`config.mk`:
```
export PLATFORM = sky130hd
export DESIGN_NAME = ofm_addr_gen
export DESIGN_NICKNAME = d
export VERILOG_FILES = /design/src/rtl/ofm_addr_pkg.sv /design/src/rtl/ofm_addr_gen.sv
export SDC_FILE = /design/constraint.sdc
export NUM_CORES = 1
export LEC_CHECK = 0
export CORE_MARGIN = 5
export CORE_UTILIZATION = 45
export CTS_CLUSTER_SIZE = 14
export DETAILED_ROUTE_END_ITERATION = 8
export GPL_ROUTABILITY_DRIVEN = 1
export PLACE_DENSITY = 0.73
export RECOVER_POWER = 100
export SKIP_CTS_REPAIR_TIMING = 1
export SLEW_MARGIN = 25
export SYNTH_ARGS = -nofsm -noshare
export SYNTH_HDL_FRONTEND = slang
export SYNTH_SLANG_ARGS = --single-unit
```
`constraint.sdc`:
```
create_clock -name clk -period 5.85 [get_ports clk]
set_clock_uncertainty 0.1 [all_clocks]
set_input_delay 0.585 -clock clk [delete_from_list [all_inputs] [get_ports clk]]
set_output_delay 0.585 -clock clk [all_outputs]
set_load 0.01 [all_outputs]
```
`src/rtl/ofm_addr_pkg.sv`:
```
// Shared types, default geometry and helpers for the OFM write-address generator.
package ofm_addr_pkg;

  localparam int DEF_ADDR_WIDTH    = 22;
  localparam int DEF_SYSTOLIC_SIZE = 16;
  localparam int DEF_MAX_OFM_SIZE  = 416;
  localparam int DEF_MAX_CHANNEL   = 1024;

  localparam int SIZE_W = $clog2(DEF_MAX_OFM_SIZE + 1);
  localparam int CH_W   = $clog2(DEF_MAX_CHANNEL + 1);
  localparam int LEN_W  = $clog2(DEF_SYSTOLIC_SIZE + 1);

  typedef enum logic [2:0] {
    ST_IDLE,
    ST_SETUP,
    ST_RUN,
    ST_DRAIN,
    ST_DONE
  } state_t;

  // Words left in the plane from the current tile start, capped at one tile.
  function automatic int unsigned calc_burst_len(input int unsigned remain,
                                                 input int unsigned s);
    return (remain < s) ? remain : s;
  endfunction

endpackage

```
`src/rtl/ofm_addr_gen.sv`:
```
// OFM write-address generator: walks channel groups, pixel tiles and channels
// per accepted result beat and emits burst addresses through one register slice.
module ofm_addr_gen
  import ofm_addr_pkg::*;
#(
  parameter int ADDR_WIDTH    = DEF_ADDR_WIDTH,
  parameter int SYSTOLIC_SIZE = DEF_SYSTOLIC_SIZE,
  parameter int MAX_OFM_SIZE  = DEF_MAX_OFM_SIZE,
  parameter int MAX_CHANNEL   = DEF_MAX_CHANNEL
) (
  input  logic                                   clk,
  input  logic                                   rst,
  input  logic                                   start,
  input  logic [ADDR_WIDTH-1:0]                  cfg_base_addr,
  input  logic [$clog2(MAX_OFM_SIZE+1)-1:0]      cfg_ofm_size,
  input  logic [$clog2(MAX_CHANNEL+1)-1:0]       cfg_num_ch,
  input  logic                                   write,
  output logic                                   write_ready,
  input  logic                                   ofm_ready,
  output logic [ADDR_WIDTH-1:0]                  ofm_addr,
  output logic [$clog2(SYSTOLIC_SIZE+1)-1:0]     burst_len,
  output logic                                   addr_valid,
  output logic                                   busy,
  output logic                                   done
);

  localparam int SW = $clog2(MAX_OFM_SIZE + 1);
  localparam int CW = $clog2(MAX_CHANNEL + 1);
  localparam int LW = $clog2(SYSTOLIC_SIZE + 1);
  localparam int KW = (SYSTOLIC_SIZE > 1) ? $clog2(SYSTOLIC_SIZE) : 1;

  localparam logic [ADDR_WIDTH-1:0] S_ADDR = ADDR_WIDTH'(SYSTOLIC_SIZE);
  localparam logic [CW:0]           S_CH   = (CW + 1)'(SYSTOLIC_SIZE);
  localparam logic [KW-1:0]         K_LAST = KW'(SYSTOLIC_SIZE - 1);

  state_t state, state_nxt;

  logic [ADDR_WIDTH-1:0] base_r;
  logic [SW-1:0]         size_r;
  logic [CW-1:0]         ch_r;
  logic [ADDR_WIDTH-1:0] plane;
  logic [2*SW-1:0]       plane_sq;

  // Address = base + group_base + ch_off + tile_off, all built with adders.
  logic [ADDR_WIDTH-1:0] group_base;
  logic [ADDR_WIDTH-1:0] tile_off;
  logic [ADDR_WIDTH-1:0] ch_off;
  logic [KW-1:0]         k;
  logic [CW:0]           ch_base;

  logic [ADDR_WIDTH-1:0] remain;
  logic [ADDR_WIDTH-1:0] addr_calc;
  logic [CW:0]           ch_idx;
  logic                  k_last, last_tile, last_group, final_beat, masked, accept;

  assign plane_sq   = size_r * size_r;
  assign remain     = plane - tile_off;
  assign addr_calc  = base_r + group_base + ch_off + tile_off;
  assign ch_idx     = ch_base + (CW + 1)'(k);
  assign k_last     = (k == K_LAST);
  assign last_tile  = (remain <= S_ADDR);
  assign last_group = ((ch_base + S_CH) >= (CW + 1)'(ch_r));
  assign final_beat = k_last && last_tile && last_group;
  assign masked     = (ch_idx >= (CW + 1)'(ch_r));

  assign write_ready = (state == ST_RUN) && (!addr_valid || ofm_ready);
  assign accept      = write && write_ready;
  assign busy        = (state != ST_IDLE);
  assign done        = (state == ST_DONE);

  // NOTE: sequential state uses non-blocking assignments so every register
  // samples pre-edge values regardless of process ordering.
  always_ff @(posedge clk or posedge rst) begin
    if (rst) state <= ST_IDLE;
    else     state <= state_nxt;
  end

  // NOTE: the default assignment first keeps this block free of inferred latches.
  always_comb begin
    state_nxt = state;
    case (state)
      ST_IDLE:  if (start) state_nxt = ST_SETUP;
      ST_SETUP: state_nxt = (size_r == '0 || ch_r == '0) ? ST_DONE : ST_RUN;
      ST_RUN:   if (accept && final_beat) state_nxt = ST_DRAIN;
      ST_DRAIN: if (!addr_valid || ofm_ready) state_nxt = ST_DONE;
      ST_DONE:  state_nxt = ST_IDLE;
      default:  state_nxt = ST_IDLE;
    endcase
  end

  always_ff @(posedge clk or posedge rst) begin
    if (rst) begin
      base_r     <= '0;
      size_r     <= '0;
      ch_r       <= '0;
      plane      <= '0;
      group_base <= '0;
      tile_off   <= '0;
      ch_off     <= '0;
      k          <= '0;
      ch_base    <= '0;
    end else begin
      if (state == ST_IDLE && start) begin
        base_r     <= cfg_base_addr;
        size_r     <= cfg_ofm_size;
        ch_r       <= cfg_num_ch;
        group_base <= '0;
        tile_off   <= '0;
        ch_off     <= '0;
        k          <= '0;
        ch_base    <= '0;
      end
      if (state == ST_SETUP) plane <= ADDR_WIDTH'(plane_sq);
      if (accept) begin
        if (!k_last) begin
          k      <= k + KW'(1);
          ch_off <= ch_off + plane;
        end else begin
          k      <= '0;
          ch_off <= '0;
          if (!last_tile) begin
            tile_off <= tile_off + S_ADDR;
          end else begin
            tile_off <= '0;
            // ch_off + plane here equals S*plane, the stride to the next group.
            if (!last_group) begin
              group_base <= group_base + ch_off + plane;
              ch_base    <= ch_base + S_CH;
            end
          end
        end
      end
    end
  end

  // Output register slice: masked beats are consumed but leave the slot empty.
  always_ff @(posedge clk or posedge rst) begin
    if (rst) begin
      addr_valid <= 1'b0;
      ofm_addr   <= '0;
      burst_len  <= '0;
    end else if (accept) begin
      addr_valid <= !masked;
      if (!masked) begin
        ofm_addr  <= addr_calc;
        burst_len <= LW'(calc_burst_len(32'(remain), SYSTOLIC_SIZE));
      end
    end else if (ofm_ready) begin
      addr_valid <= 1'b0;
    end
  end

endmodule

```
==> summary.md <==
| Metric | Value |
|---|---|
| Clock slew at reported path FFs | approximately 0.07 ns |
| Synthesis-stage register bit count | between 150 and 200 |
| Post-synth EDFFs | 0 |
| Die Width | 193 µm |
| I/O pin cnt | roughly 80 |
| Post-synth ARST share | between 90% and 100% |
| DP Wirelength | roughly 29000 µm |
| Nets | slightly below 2k |
| Minimum clock period after layout | ~5.2 ns |
| Vias | 12.1k |
| RSZ-0062 raised after global routing | false |
| Mapped Area | about 15000 µm² |
| Synth top area share | between 20% and 30% |
| RePlAce Congestion | 0.869 |
| Rows | between 60 and 70 |
| Comb power frac | approximately two thirds |
| Met1 usage | around 28% |
| Core area | approximately 33000 µm² |
| TritonCTS buffer count | 17 |
| Slew headroom | -58.7% |
| Clock Tree Buf Depth | 2 |
| Total track usage | between 20% and 30% |
| Layout Area Growth over Synthesis | 11.3% |
| MaxCap Viol Count | 6 |
| Total number of clock tree sinks | 172 |
| Syn_nets | between 1.5k and 2k |
| Net Sw Power | ~4.5 mW |
| Slew @ Worst Pin | about 2.4 ns |
| Initial antenna violation count | 0 |
| First-pass GRT wire length | a little over 60000 µm |
| Crit path kind | flip-flop to flip-flop |
| Setup WS post-layout | between 0.6 and 0.7 ns |
| Register area share after synthesis | between 20 and 30% |
| Critical Path End Type | flip-flop |
| Initial Util | between 40% and 50% |
| Total negative slack | 0 ns |
| DRC errors left | 0 |
| Routed wire per std cell | between 15 and 20 µm |
| Worst setup SP type | flip-flop |
| Mapped Cells | 1623 |
| LEAKAGE | slightly above 8 nW |
| Final design utilization | between 50% and 60% |
| Ant diodes | 0 |
| ANT nets after route | 0 |
| Chip Height | between 150 and 200 µm |
| Die footprint | approximately 37000 µm² |
| I/O Buffers | just under 80 |
| Clk root buf | clkbuf_16 |
| CTS tree | done |
| Routed vias/inst | 5.67 |
| Netlist cell types | 86 |
| Cell Int Power | about 4.9 mW |
| Sw frac | a little under half |
| Htree depth | 4 |
| Clock Power Share | between 10% and 20% |
| Final period util | 88.6% |
| Leading area contributor after synthesis | dfrtp_1 |
| Syn_area_per_cell | around 9.3 µm² |
| HP Class | flip-flop to flip-flop |
| Met2 Resource Use GR | approximately a third |
| Pwr dens | between 500 and 600 nW/µm² |
| Clk Latency, worst-skew pair | approximately 0.46 ns |
| Final WL | around 37000 µm |
| Met3 usage | under 10% |
| Largest net degree at the start of global routing | roughly 170 |
| DR pass1 iterations | 5 |
| Post-route cell area | ~17000 µm² |
| WP data arrival | 5.44 ns |
| Gr ovfl total | 0 |
| Reg power frac | a little over a fifth |
| Peak Freq | 193 MHz |
| Layout cells sized above 1 | ~4.4% |
| Ys Warns | 0 |
| Outcome | complete, but fails checks |
| Final setup viols | 0 |
| Synth top area cells | dfrtp_1 29%, fa_1 13%, ha_1 12% |
| DP Worst Slack | around 0.88 ns |
| Failing checks | capacitance limit, slew limit |
| Critical Path RT | around 6.1 ns |
| Iter 0 DRT Violations | 902 |
| Crit path max fanout | 33 |
| Top Usage Layer GRT | met2 |
| Placed insts | 2092 |
| Max Slew Vio Count | 343 |
| Vias in the first global route | roughly 12k |
| Final std cells w/o fill | around 2.1k |
| Final Hold Fails | 0 |
| Synth Flop Type | dfrtp_1 |
| Peak VDD IR | slightly below 0.0004 V |
| Placed Area | approximately 16000 µm² |
==> cells in the mapped netlist, types with 25 or more instances <==
master    number
nor2_1        51
xnor2_1       51
and3_1        25
a21oi_1       70
a21o_1        42
ha_1         143
nand2_1      216
dfrtp_1      172
o21ai_0       91
fa_1          95
clkbuf_1      47
inv_1        121
xor2_1        39
nand3_1       47
and2_1        41
==> placed cells by master, fill, tap and decap left out, drive strengths merged, types with 9 or more instances in the layout <==
cell / instances
clkbuf: 27
nor2b: 15
nor4: 10
nand3: 47
and3: 25
nand2b: 17
dlygate4sd3: 32
mux2i: 9
or3: 12
a31oi: 20
o21bai: 16
nor2: 51
xnor2: 51
fa: 95
xor2: 39
a211oi: 17
ha: 143
nand4: 25
o21a: 16
nand2: 216
a21o: 42
inv: 128
mux2: 12
clkdlybuf4s50: 45
o21ai: 115
a21oi: 71
o211ai: 16
and2: 42
dfrtp: 172
nor3: 21
a22o: 20
==> critical path, cell delays in order (launching register included) <==
cell and delay [ns]:
dfrtp_1 0.43, inv_1 0.19, ha_1 0.24, inv_1 0.06
ha_1 0.21, a211oi_1 0.39, o21ai_0 0.27, a31o_1 0.35
or4_1 0.41, and3_1 0.19, nor4b_1 0.54, nand4_2 0.15
clkbuf_1 0.64, or3_1 0.68, o21ai_0 0.23
==> state kept, by name, summed over array words and instances, names as in the netlist <==
register	flops
addr_valid	1
ch_base	12
group_base	22
tile_off	22
ch_off	22
k	4
state	3
ofm_addr	22
plane	17
burst_len	5
size_r	9
ch_r	11
base_r	22
==> metrics by stage <==
| step | total power, mW | hold slack, ns |
|---|---|---|
| 4_1_cts | 9.46 | 0.383 |
| 5_1_grt | 10.3 | 0.398 |
| 2_1_floorplan | 6.67 | 0.367 |
| 6_report | 9.35 | 0.371 |
| 3_3_place_gp | 7.98 | 0.360 |
| 3_5_place_dp | 8.16 | 0.369 |
==> area by class of cell <==
type	count	area, µm²
Clock inverter	13	178
Fill cell	3085	16500
Timing Repair Buffer	88	827
Sequential cell	172	4300
Inverter	121	459
Tap cell	448	561
Clock buffer	19	433
Multi-Input combinational cell	1264	9980
==> logic make-up after synthesis <==
logic type | count (synthesis) | synth area share [%]
AND/OR/NAND/NOR | 520 | 17.6
AO/OA/AOI/OAI | 395 | 17.6
adder cells (fa/ha/maj) | 238 | 24.5
buffers and inverters | 187 | 4.88
flip-flops | 172 | 28.6
XOR/XNOR | 90 | 5.24
multiplexers | 21 | 1.50
==> layer usage <==
| metal | share of wire, % | wire [µm] | up-vias |
|---|---|---|---|
| li1 | - | - | 5787 |
| met1 | 46 | 17000 | 5906 |
| met2 | 47 | 17300 | 311 |
| met3 | 4.8 | 1780 | 49 |
| met4 | 1.9 | 707 | 0 |
| met5 | 0 | 0 | - |
==> power groups by stage <==
stage | clock network, mW | logic, mW | registers, mW
finish | 1.22 | 6.13 | 1.99
CTS | 1.25 | 6.21 | 2.00
detailed placement | 0 | 6.14 | 2.02
global placement | 0 | 5.98 | 2.00
floorplan | 0 | 4.84 | 1.83
global route | 1.30 | 6.94 | 2.06
==> final timing paths <==
kind	from	to	slack [ns]	depth (start not counted)
hold / removal	ofm_addr[16]$_DFFE_PP0P_	ofm_addr[16]$_DFFE_PP0P_	0.37	2
setup reg to reg	plane[0]$_DFFE_PP0N_	group_base[8]$_DFF_PP0_	0.67	14
hold reg to reg	ofm_addr[16]$_DFFE_PP0P_	ofm_addr[16]$_DFFE_PP0P_	0.37	2
setup / recovery	plane[0]$_DFFE_PP0N_	group_base[8]$_DFF_PP0_	0.67	14
min in group asynchronous	rst	size_r[4]$_DFFE_PP0P_	1.41	3
max in group asynchronous	rst	tile_off[14]$_DFF_PP0_	1.30	4
No activity file was read; power rests on OpenSTA's default activity.
